**src/rtl/ntt_intt_stream_top.sv**
```systemverilog
// Command sequencer and credit-based packed output path sitting between the bus
// slave and the ntt_intt core. Words read from the core are packed into rd1/rd2 beats.
module ntt_intt_stream_top #(
  parameter int DATA_W     = 32,
  parameter int N_WORDS    = 128,
  parameter int PACK2      = 1,
  parameter int FIFO_DEPTH = 4,
  parameter int RD_LAT     = 1
) (
  input  logic              clk,
  input  logic              rst_n,
  input  logic              cmd_valid,
  input  logic [2:0]        cmd_op,
  output logic              cmd_ready,
  input  logic [DATA_W-1:0] din,
  input  logic              din_valid,
  output logic              din_ready,
  output logic              core_load_a_f,
  output logic              core_load_a_i,
  output logic              core_read_a,
  output logic              core_start_fntt,
  output logic              core_start_intt,
  output logic [DATA_W-1:0] core_din,
  output logic              core_din_en,
  output logic              core_read_en,
  input  logic [DATA_W-1:0] core_dout,
  input  logic              core_gnt_valid,
  input  logic              core_done,
  output logic [DATA_W-1:0] dout_rd1,
  output logic [DATA_W-1:0] dout_rd2,
  output logic              dout_valid,
  input  logic              dout_ready,
  output logic              busy,
  output logic              err_illegal
);
  localparam int CW  = $clog2(N_WORDS + 1);
  localparam int AW  = (FIFO_DEPTH > 1) ? $clog2(FIFO_DEPTH) : 1;
  localparam int PW  = $clog2(2 * FIFO_DEPTH + 2) + 1;
  localparam int WPB = (PACK2 != 0) ? 2 : 1;

  typedef enum logic [2:0] {S_IDLE, S_ISSUE, S_LOAD, S_RUN, S_READ, S_DRAIN} state_t;

  state_t                state_q, state_d;
  logic [2:0]            op_q;
  logic [CW-1:0]         wcnt_q, wcnt_d, rcnt_q, rcnt_d;
  logic                  err_q, init_q;
  logic [DATA_W-1:0]     core_din_q;
  logic                  din_en_q;
  logic [RD_LAT-1:0]     pipe_q;
  logic [PW-1:0]         pend_q, pend_d, pend_p1, beats_after, credit_sum;
  logic                  phase_q;
  logic [DATA_W-1:0]     stage_q;
  logic [2*DATA_W-1:0]   mem_q [FIFO_DEPTH];
  logic [AW-1:0]         wptr_q, rptr_q;
  logic [AW:0]           fcnt_q;
  logic                  accept, legal, din_fire, credit_ok, cap, push, pop, empty, full;
  logic [2*DATA_W-1:0]   push_data;

  assign cmd_ready = init_q && (state_q == S_IDLE);
  assign busy      = (state_q != S_IDLE);
  assign legal     = (cmd_op <= 3'd4);
  assign accept    = cmd_valid && cmd_ready;
  assign din_ready = (state_q == S_LOAD);
  assign din_fire  = din_valid && din_ready;

  // Pulses are decoded from state so an async reset removes them immediately.
  assign core_load_a_f   = (state_q == S_ISSUE) && (op_q == 3'd0);
  assign core_load_a_i   = (state_q == S_ISSUE) && (op_q == 3'd1);
  assign core_start_fntt = (state_q == S_ISSUE) && (op_q == 3'd2);
  assign core_start_intt = (state_q == S_ISSUE) && (op_q == 3'd3);
  assign core_read_a     = (state_q == S_ISSUE) && (op_q == 3'd4);
  assign core_din        = core_din_q;
  assign core_din_en     = din_en_q;
  assign err_illegal     = err_q;

  // Credit: beats the FIFO would have to hold if one more word were issued now.
  assign pend_p1      = pend_q + PW'(1);
  assign beats_after  = (PACK2 != 0) ? ((pend_p1 + PW'(1)) >> 1) : pend_p1;
  assign credit_sum   = PW'(fcnt_q) + beats_after;
  assign credit_ok    = (credit_sum <= PW'(FIFO_DEPTH));
  assign core_read_en = (state_q == S_READ) && (rcnt_q < CW'(N_WORDS)) && credit_ok;

  assign cap       = pipe_q[RD_LAT-1];
  assign push      = cap && ((PACK2 == 0) || phase_q);
  assign push_data = (PACK2 != 0) ? {stage_q, core_dout} : {{DATA_W{1'b0}}, core_dout};
  assign pend_d    = pend_q + PW'(core_read_en) - (push ? PW'(WPB) : PW'(0));

  assign empty      = (fcnt_q == '0);
  assign full       = (fcnt_q == (AW+1)'(FIFO_DEPTH));
  assign pop        = !empty && dout_ready;
  assign dout_valid = !empty;
  assign dout_rd1   = empty ? '0 : mem_q[rptr_q][2*DATA_W-1:DATA_W];
  assign dout_rd2   = empty ? '0 : mem_q[rptr_q][DATA_W-1:0];

  always_comb begin
    state_d = state_q;
    wcnt_d  = wcnt_q;
    rcnt_d  = rcnt_q;
    case (state_q)
      S_IDLE:  if (accept && legal) state_d = S_ISSUE;
      S_ISSUE: if (core_gnt_valid) begin
        case (op_q)
          3'd0, 3'd1: state_d = S_LOAD;
          3'd2, 3'd3: state_d = S_RUN;
          default:    state_d = S_READ;
        endcase
      end
      S_LOAD: if (din_fire) begin
        if (wcnt_q == CW'(N_WORDS - 1)) begin
          wcnt_d  = '0;
          state_d = S_IDLE;
        end else begin
          wcnt_d = wcnt_q + CW'(1);
        end
      end
      S_RUN:  if (core_done) state_d = S_IDLE;
      S_READ: if (core_read_en) begin
        if (rcnt_q == CW'(N_WORDS - 1)) begin
          rcnt_d  = '0;
          state_d = S_DRAIN;
        end else begin
          rcnt_d = rcnt_q + CW'(1);
        end
      end
      S_DRAIN: if (pend_q == '0) state_d = S_IDLE;
      default: state_d = S_IDLE;
    endcase
  end

  always_ff @(posedge clk or negedge rst_n) begin
    if (!rst_n) begin
      state_q    <= S_IDLE;
      op_q       <= '0;
      wcnt_q     <= '0;
      rcnt_q     <= '0;
      err_q      <= 1'b0;
      init_q     <= 1'b0;
      core_din_q <= '0;
      din_en_q   <= 1'b0;
      pipe_q     <= '0;
      pend_q     <= '0;
      phase_q    <= 1'b0;
      stage_q    <= '0;
      wptr_q     <= '0;
      rptr_q     <= '0;
      fcnt_q     <= '0;
    end else begin
      state_q  <= state_d;
      wcnt_q   <= wcnt_d;
      rcnt_q   <= rcnt_d;
      init_q   <= 1'b1;
      din_en_q <= din_fire;
      pend_q   <= pend_d;
      if (accept && legal)  op_q <= cmd_op;
      if (accept && !legal) err_q <= 1'b1;
      if (din_fire)         core_din_q <= din;
      pipe_q[0] <= core_read_en;
      for (int i = 1; i < RD_LAT; i++) pipe_q[i] <= pipe_q[i-1];
      if (cap) begin
        phase_q <= !phase_q;
        if (!phase_q) stage_q <= core_dout;
      end
      if (push) wptr_q <= wptr_q + AW'(1);
      if (pop)  rptr_q <= rptr_q + AW'(1);
      fcnt_q <= fcnt_q + (AW+1)'(push) - (AW+1)'(pop);
    end
  end

  always_ff @(posedge clk) begin
    if (push) mem_q[wptr_q] <= push_data;
  end

  a_even_words: assert property (@(posedge clk) disable iff (!rst_n)
    !((PACK2 != 0) && ((N_WORDS % 2) != 0)));
  a_no_overflow: assert property (@(posedge clk) disable iff (!rst_n)
    !(push && full && !pop));
endmodule

```
**config.mk**
```make
export PLATFORM = sky130hd
export DESIGN_NAME = ntt_intt_stream_top
export DESIGN_NICKNAME = d
export VERILOG_FILES = /design/src/rtl/ntt_intt_stream_top.sv
export SDC_FILE = /design/constraint.sdc
export NUM_CORES = 1
export LEC_CHECK = 0
export BUFFER_PORTS_ARGS = -buffer_cell sky130_fd_sc_hd__clkbuf_2
export CAP_MARGIN = 20
export CORE_UTILIZATION = 44
export DETAILED_ROUTE_END_ITERATION = 12
export MAX_ROUTING_LAYER = met4
export PLACE_DENSITY = 0.67
export SYNTH_ARGS = -nofsm -noshare
export SYNTH_HDL_FRONTEND = slang
export SYNTH_SLANG_ARGS = --single-unit
```
**constraint.sdc**
```tcl
create_clock -name clk -period 2.9 [get_ports clk]
set_input_delay 0.29 -clock clk [delete_from_list [all_inputs] [get_ports clk]]
set_output_delay 0.29 -clock clk [all_outputs]
set_load 0.005 [all_outputs]
```
# After elaboration in Yosys (flattened, before gate mapping)
# Memories as Yosys holds them, arrays and structs flattened.
# Index checks and enable logic that the tools add are counted.
# Widths: inputs -> output; s select.
classes:
  n_addsub: 11
  n_lt_le_gt_ge: 3
  eq_ne: 19
  mux: 17
  bitwise_logic: 1
  reduce_logical: 28
ops:
  columns: ["operator", "n"]
  rows:
  - ["$mux 32", 2]
  - ["$mux 3", 8]
  - ["$pmux 3 s6", 1]
  - ["$add 8x1->8 const B", 2]
  - ["$eq 8x7->1 const B", 2]
  - ["$mux 8", 2]
  - ["$logic_and 1x1->1", 14]
  - ["$eq 3x2->1 const B", 4]
  - ["$add 5x1->5 const B", 2]
  - ["$eq 3x3->1 const B", 3]
  - ["$logic_not 3->1", 3]
  - ["$lt 8x8->1 const B", 1]
  - ["$ne 2x1->1 const B", 4]
  - ["$ne 2x2->1 const B", 4]
  - ["$reduce_and 8->1", 1]
  - ["$eq 3x1->1 const B", 2]
  - ["$pmux 3 s2", 1]
  - ["$reduce_and 2->1", 3]
  - ["$add 3x4->5", 1]
  - ["$add 5x1->5", 1]
  - ["$le 5x3->1 const B", 1]
  - ["$logic_not 5->1", 1]
  - ["$sub 5x2->5", 1]
  - ["$add 2x1->2 const B", 2]
  - ["9 further kinds", 13]
totals:
  reg_bits: 103
  mem_bits_rw: 256
  in_bits: 74
  out_inout_bits: 108
  n_memories: 1
memory_table:
  columns: ["memory", "depth", "width", "read_ports", "rd_ports_with_merged_regs", "write_ports", "line", "source"]
  rows:
  - ["mem_q", 4, 64, 1, 0, 1, "53", "logic [2*DATA_W-1:0] mem_q [FIFO_DEPTH];"]

# Logic depth before layout (Yosys ltp)
depth:
  ltp_word: 7
  depth_mapped: 15

# Least setup slack after synthesis
# Ideal clock, no wire load.
synth_path:
  path_type: "reg-to-reg"
  start: "register pend_q[1]"
  end: "register pend_q[4]"
  setup_ns: 0.080
  t_arrival_ns: 2.689
  slack_ns: 0.131
  path_stages_with_launch: 14
  period_less_slack_ns: 2.769
  cell_sequence: "dfrtp_1 > ha_1 > fa_1 > xnor2_1 > o21ai_1 > nor3_4 > ha_1 > inv_1 > ha_1 > inv_1 > a21oi_1 > nor2_1 > nor2_1 > xnor2_1"
synth_between:
  elab_chain_cells: 7
synth_rtl:
  columns: ["element", "line", "source"]
  rows:
  - ["from (decl)", "50", "logic [PW-1:0] pend_q, pend_d, pend_p1, beats_after, credit_sum;"]
  - ["from (signal assigned)", "153", "pend_q <= pend_d;"]
  - ["$add 5x1->5", "77", "assign pend_p1 = pend_q + PW'(1);"]
  - ["$add 5x1->5", "78", "assign beats_after = (PACK2 != 0) ? ((pend_p1 + PW'(1)) >> 1) : pend_p1;"]
  - ["$add 3x4->5", "79", "assign credit_sum = PW'(fcnt_q) + beats_after;"]
  - ["$le 5x3->1", "80", "assign credit_ok = (credit_sum <= PW'(FIFO_DEPTH));"]
  - ["$logic_and 1x1->1", "81", "assign core_read_en = (state_q == S_READ) && (rcnt_q < CW'(N_WORDS)) && credit_ok;"]
  - ["via core_read_en", "25", "output logic core_read_en,"]
  - ["$add 5x1->5", "86", "assign pend_d = pend_q + PW'(core_read_en) - (push ? PW'(WPB) : PW'(0));"]
  - ["$sub 5x2->5", "86", null]
  - ["via pend_d[4]", "50", null]
# The timed path passes the listed nets, and every way through them passes these cells.
# A chain may end at the register's enable or synchronous reset.

# Final worst setup path
layout_path:
  start: "register pend_q[1]"
  end: "output core_read_en"
layout_between:
  elab_chain_cells: 5
layout_rtl:
  columns: ["element", "line"]
  rows:
  - ["$add 5x1->5", "77"]
  - ["$add 5x1->5", "78"]
  - ["$add 3x4->5", "79"]
  - ["$le 5x3->1", "80"]
  - ["$logic_and 1x1->1", "81"]
  - ["to (decl)", "25"]
# No other way between the ends.

==> flow_summary.ini <==
[outcome]
status = complete, no violations

[logic_synthesis]
syn_nets = 915
synth-seq-cells = 359
synth.avg_cell_area_um2 = 17.4
synth.area.top_cells = edfxtp_1 (54%), dfrtp_1 (18%), mux4_2 (10%), nand2_1 (3.1%), and2_1 (2.9%)
syn_area_um2 = 14200
yosysUniqueCellTypes = 51
synthCells = 819
synth_ff_type = edfxtp_1
async_flop_share_pct = 28.7
synth.largest_area_cell = edfxtp_1
synth_warnings = 0
synth_edf_count = 256
synth_top_area_share_pct = 54.1
ys_seq_area_share_pct = 72.2

[place]
port-buffer-count = 181
gp_congestion = 0.769
dp_cells = 1388
hpwl_um = 16000

[route]
dr.pass1.iters = 4
routed_via_density = 5.15
wl_per_cell_um = 18.2
drc = 0
drt_first_iter_violations = 349
vias = 7678
wirelength_um = 27200
drtAntennaViolNets = 0

[clocking]
clk_path_buf_depth = 3
h-tree-depth = 2
cts_setup_buffers = 0
cts_tree = yes
cts_buffers = 37
clock_sinks = 359
clk_pin_slew_ns = 0.06
insertion_delay_ns = 0.50
root_buffer = clkbuf_16

[setup_path]
path_class = register to primary output
cp-end-kind = primary output
crit_path_max_fanout = 6
cp-start-kind = register
worstPathArrival_ns = 2.45
cp_data_required_time_ns = 2.61

[sta]
finalSetupViolCount = 0
timing.setup.tns_ns = 0
clock_skew_ns = 0.00833
timing.hold.ws_ns = 0.0217
finalHoldViolations = 0
max_slew_margin_pct = 50.5
tightest_slew_ns = 0.743
rsz0062_at_grt = no
min_period_ns = 2.74
finalCritPeriodShare_pct = 94.4
drv_slew = 0
max_freq_ghz = 0.365

[cells_and_area]
stdcell_count = 1490
layout_common_cells = edfxtp_1 (256), clkbuf_2 (180), nand2_1 (117)
final_layout_size_suffix_gt1_share_pct = 34.4
nNetsFinal = 1155
nFillCells = 2514
layout_commonest_cell = edfxtp_1
area_growth_pct = 21.9

[power]
ir_worst_vdd_mv = 0.552
p_leak_nw = 6.83
powerDensity_nw_per_um2 = 962

[floorplan]
die-height_um = 182
row_count = 65
core_um2 = 31600
initial_core_util_pct = 44.9
die_w_um = 182
die_area_um2 = 33000
io_pins = 182

[global_route]
grt_usage_pct = 17.5
grt_pass1_wl_um = 43800
grt_pass1_vias = 8162
antenna_found_initial = 1
grt_max_degree = 66
grt_overflow = 0

[flow_run]
maxCapViolCount = 0

[min_path]
hold_path_class = input pin to register
==> metal layers <==
layer  up-vias  global-route usage (%)  part of all wire (%)
li1       3538                       -                     -
met1      3889                    23.2                    44
met3        33                    4.09                   6.3
met4         0                    3.36                   1.3
met5         -                       -                     0
met2       218                    28.0                    48
==> cell usage after synthesis (2+ instances only) <==
cell type  count
buf_4          5
nor2_1        20
and3_1        10
buf_1          4
or2_1          2
buf_2         12
o21a_1         2
nor4_1         2
and2_1        66
a41o_1         2
nand2b_1       2
a2bb2oi_1      2
mux4_2        64
xor2_1         7
nor4b_1        5
nor3_1         5
o21ai_1        3
a211oi_1       2
mux2_4         2
o21ai_0        4
nand2_1      117
mux2_2        35
a21o_1         2
nand4_1        4
ha_1          20
nand3_1        2
a21oi_1        2
clkbuf_1      12
dfrtp_1      103
edfxtp_1     256
inv_1         13
xnor2_1       12
fa_1           2
==> cell type report <==
type / instances / area [um^2] / share of cell area [%]
Sequential cell: 359 / 10300 / 59.3
Multi-Input combinational cell: 413 / 3780 / 21.8
Timing Repair Buffer: 234 / 1500 / 8.63
Clock buffer: 54 / 1100 / 6.37
Tap cell: 402 / 503 / 2.90
Clock inverter: 13 / 115 / 0.664
Inverter: 14 / 52.6 / 0.303
Antenna cell: 1 / 2.50 / 0.0144
==> per-stage QoR <==
stage,utilization [%],power (mW),instance area (um^2),setup WS (ns)
3_5_place_dp,49.8,12.1,15700,0.222
5_1_grt,54.8,17.7,17300,0.00282
4_1_cts,54.7,16.9,17300,0.00710
6_report,54.8,16.7,17300,0.163
2_1_floorplan,-,10.2,14200,0.131
3_3_place_gp,49.8,12.0,15700,0.247
==> critical path, stage by stage (launching register included) <==
cell and delay (ns):
dfrtp_1 0.42, ha_1 0.35, fa_2 0.44, nor2_1 0.15
o21ai_2 0.10, nor3_4 0.20, buf_6 0.16, clkbuf_2 0.12
==> registers in the layout (all words and copies together), names as in the netlist, 3 cells and up <==
| name | flops |
|---|---|
| core_din | 32 |
| fcnt_q | 3 |
| mem_q | 256 |
| op_q | 3 |
| pend_q | 5 |
| rcnt_q | 8 |
| stage_q | 32 |
| state_q | 3 |
| wcnt_q | 8 |
==> cells by family (layout without fill, tap and decap cells) <==
kind of cell / count (synthesis) / count (layout) / synth area share (%)
other cells: 1 / 2 / 0.0264
simple gates: 244 / 244 / 8.61
fa+ha+maj: 22 / 22 / 2.04
xor+xnor: 19 / 19 / 1.17
mux: 103 / 103 / 13.3
flops: 359 / 359 / 72.2
compound gates: 24 / 24 / 1.17
buf+inv: 47 / 315 / 1.48
==> report_power, final <==
part / switching [mW] / internal [mW]
sequential: 0.722 / 6.43
clock: 1.86 / 2.82
combinational: 2.23 / 2.61
==> what timing repair did <==
item                       CTS  global route
resized for setup            0             4
hold endpoints to repair    80             0
hold buffers                34             0
setup endpoints to repair    0             2
==> worst paths after layout <==
path                               from           end  slack [ns]  depth (start not counted)
min reg2reg                core_din[10]  core_din[10]        0.48                          2
min in group asynchronous         rst_n     rcnt_q[3]        0.41                          2
max in group asynchronous         rst_n   stage_q[29]        1.78                          3
max reg2reg                   pend_q[1]     pend_q[4]        0.24                         14
max                           pend_q[1]  core_read_en        0.16                          7
min                        core_dout[1]   mem_q[0][1]        0.02                          1
Note: power is estimated with default switching activity, not from simulation.
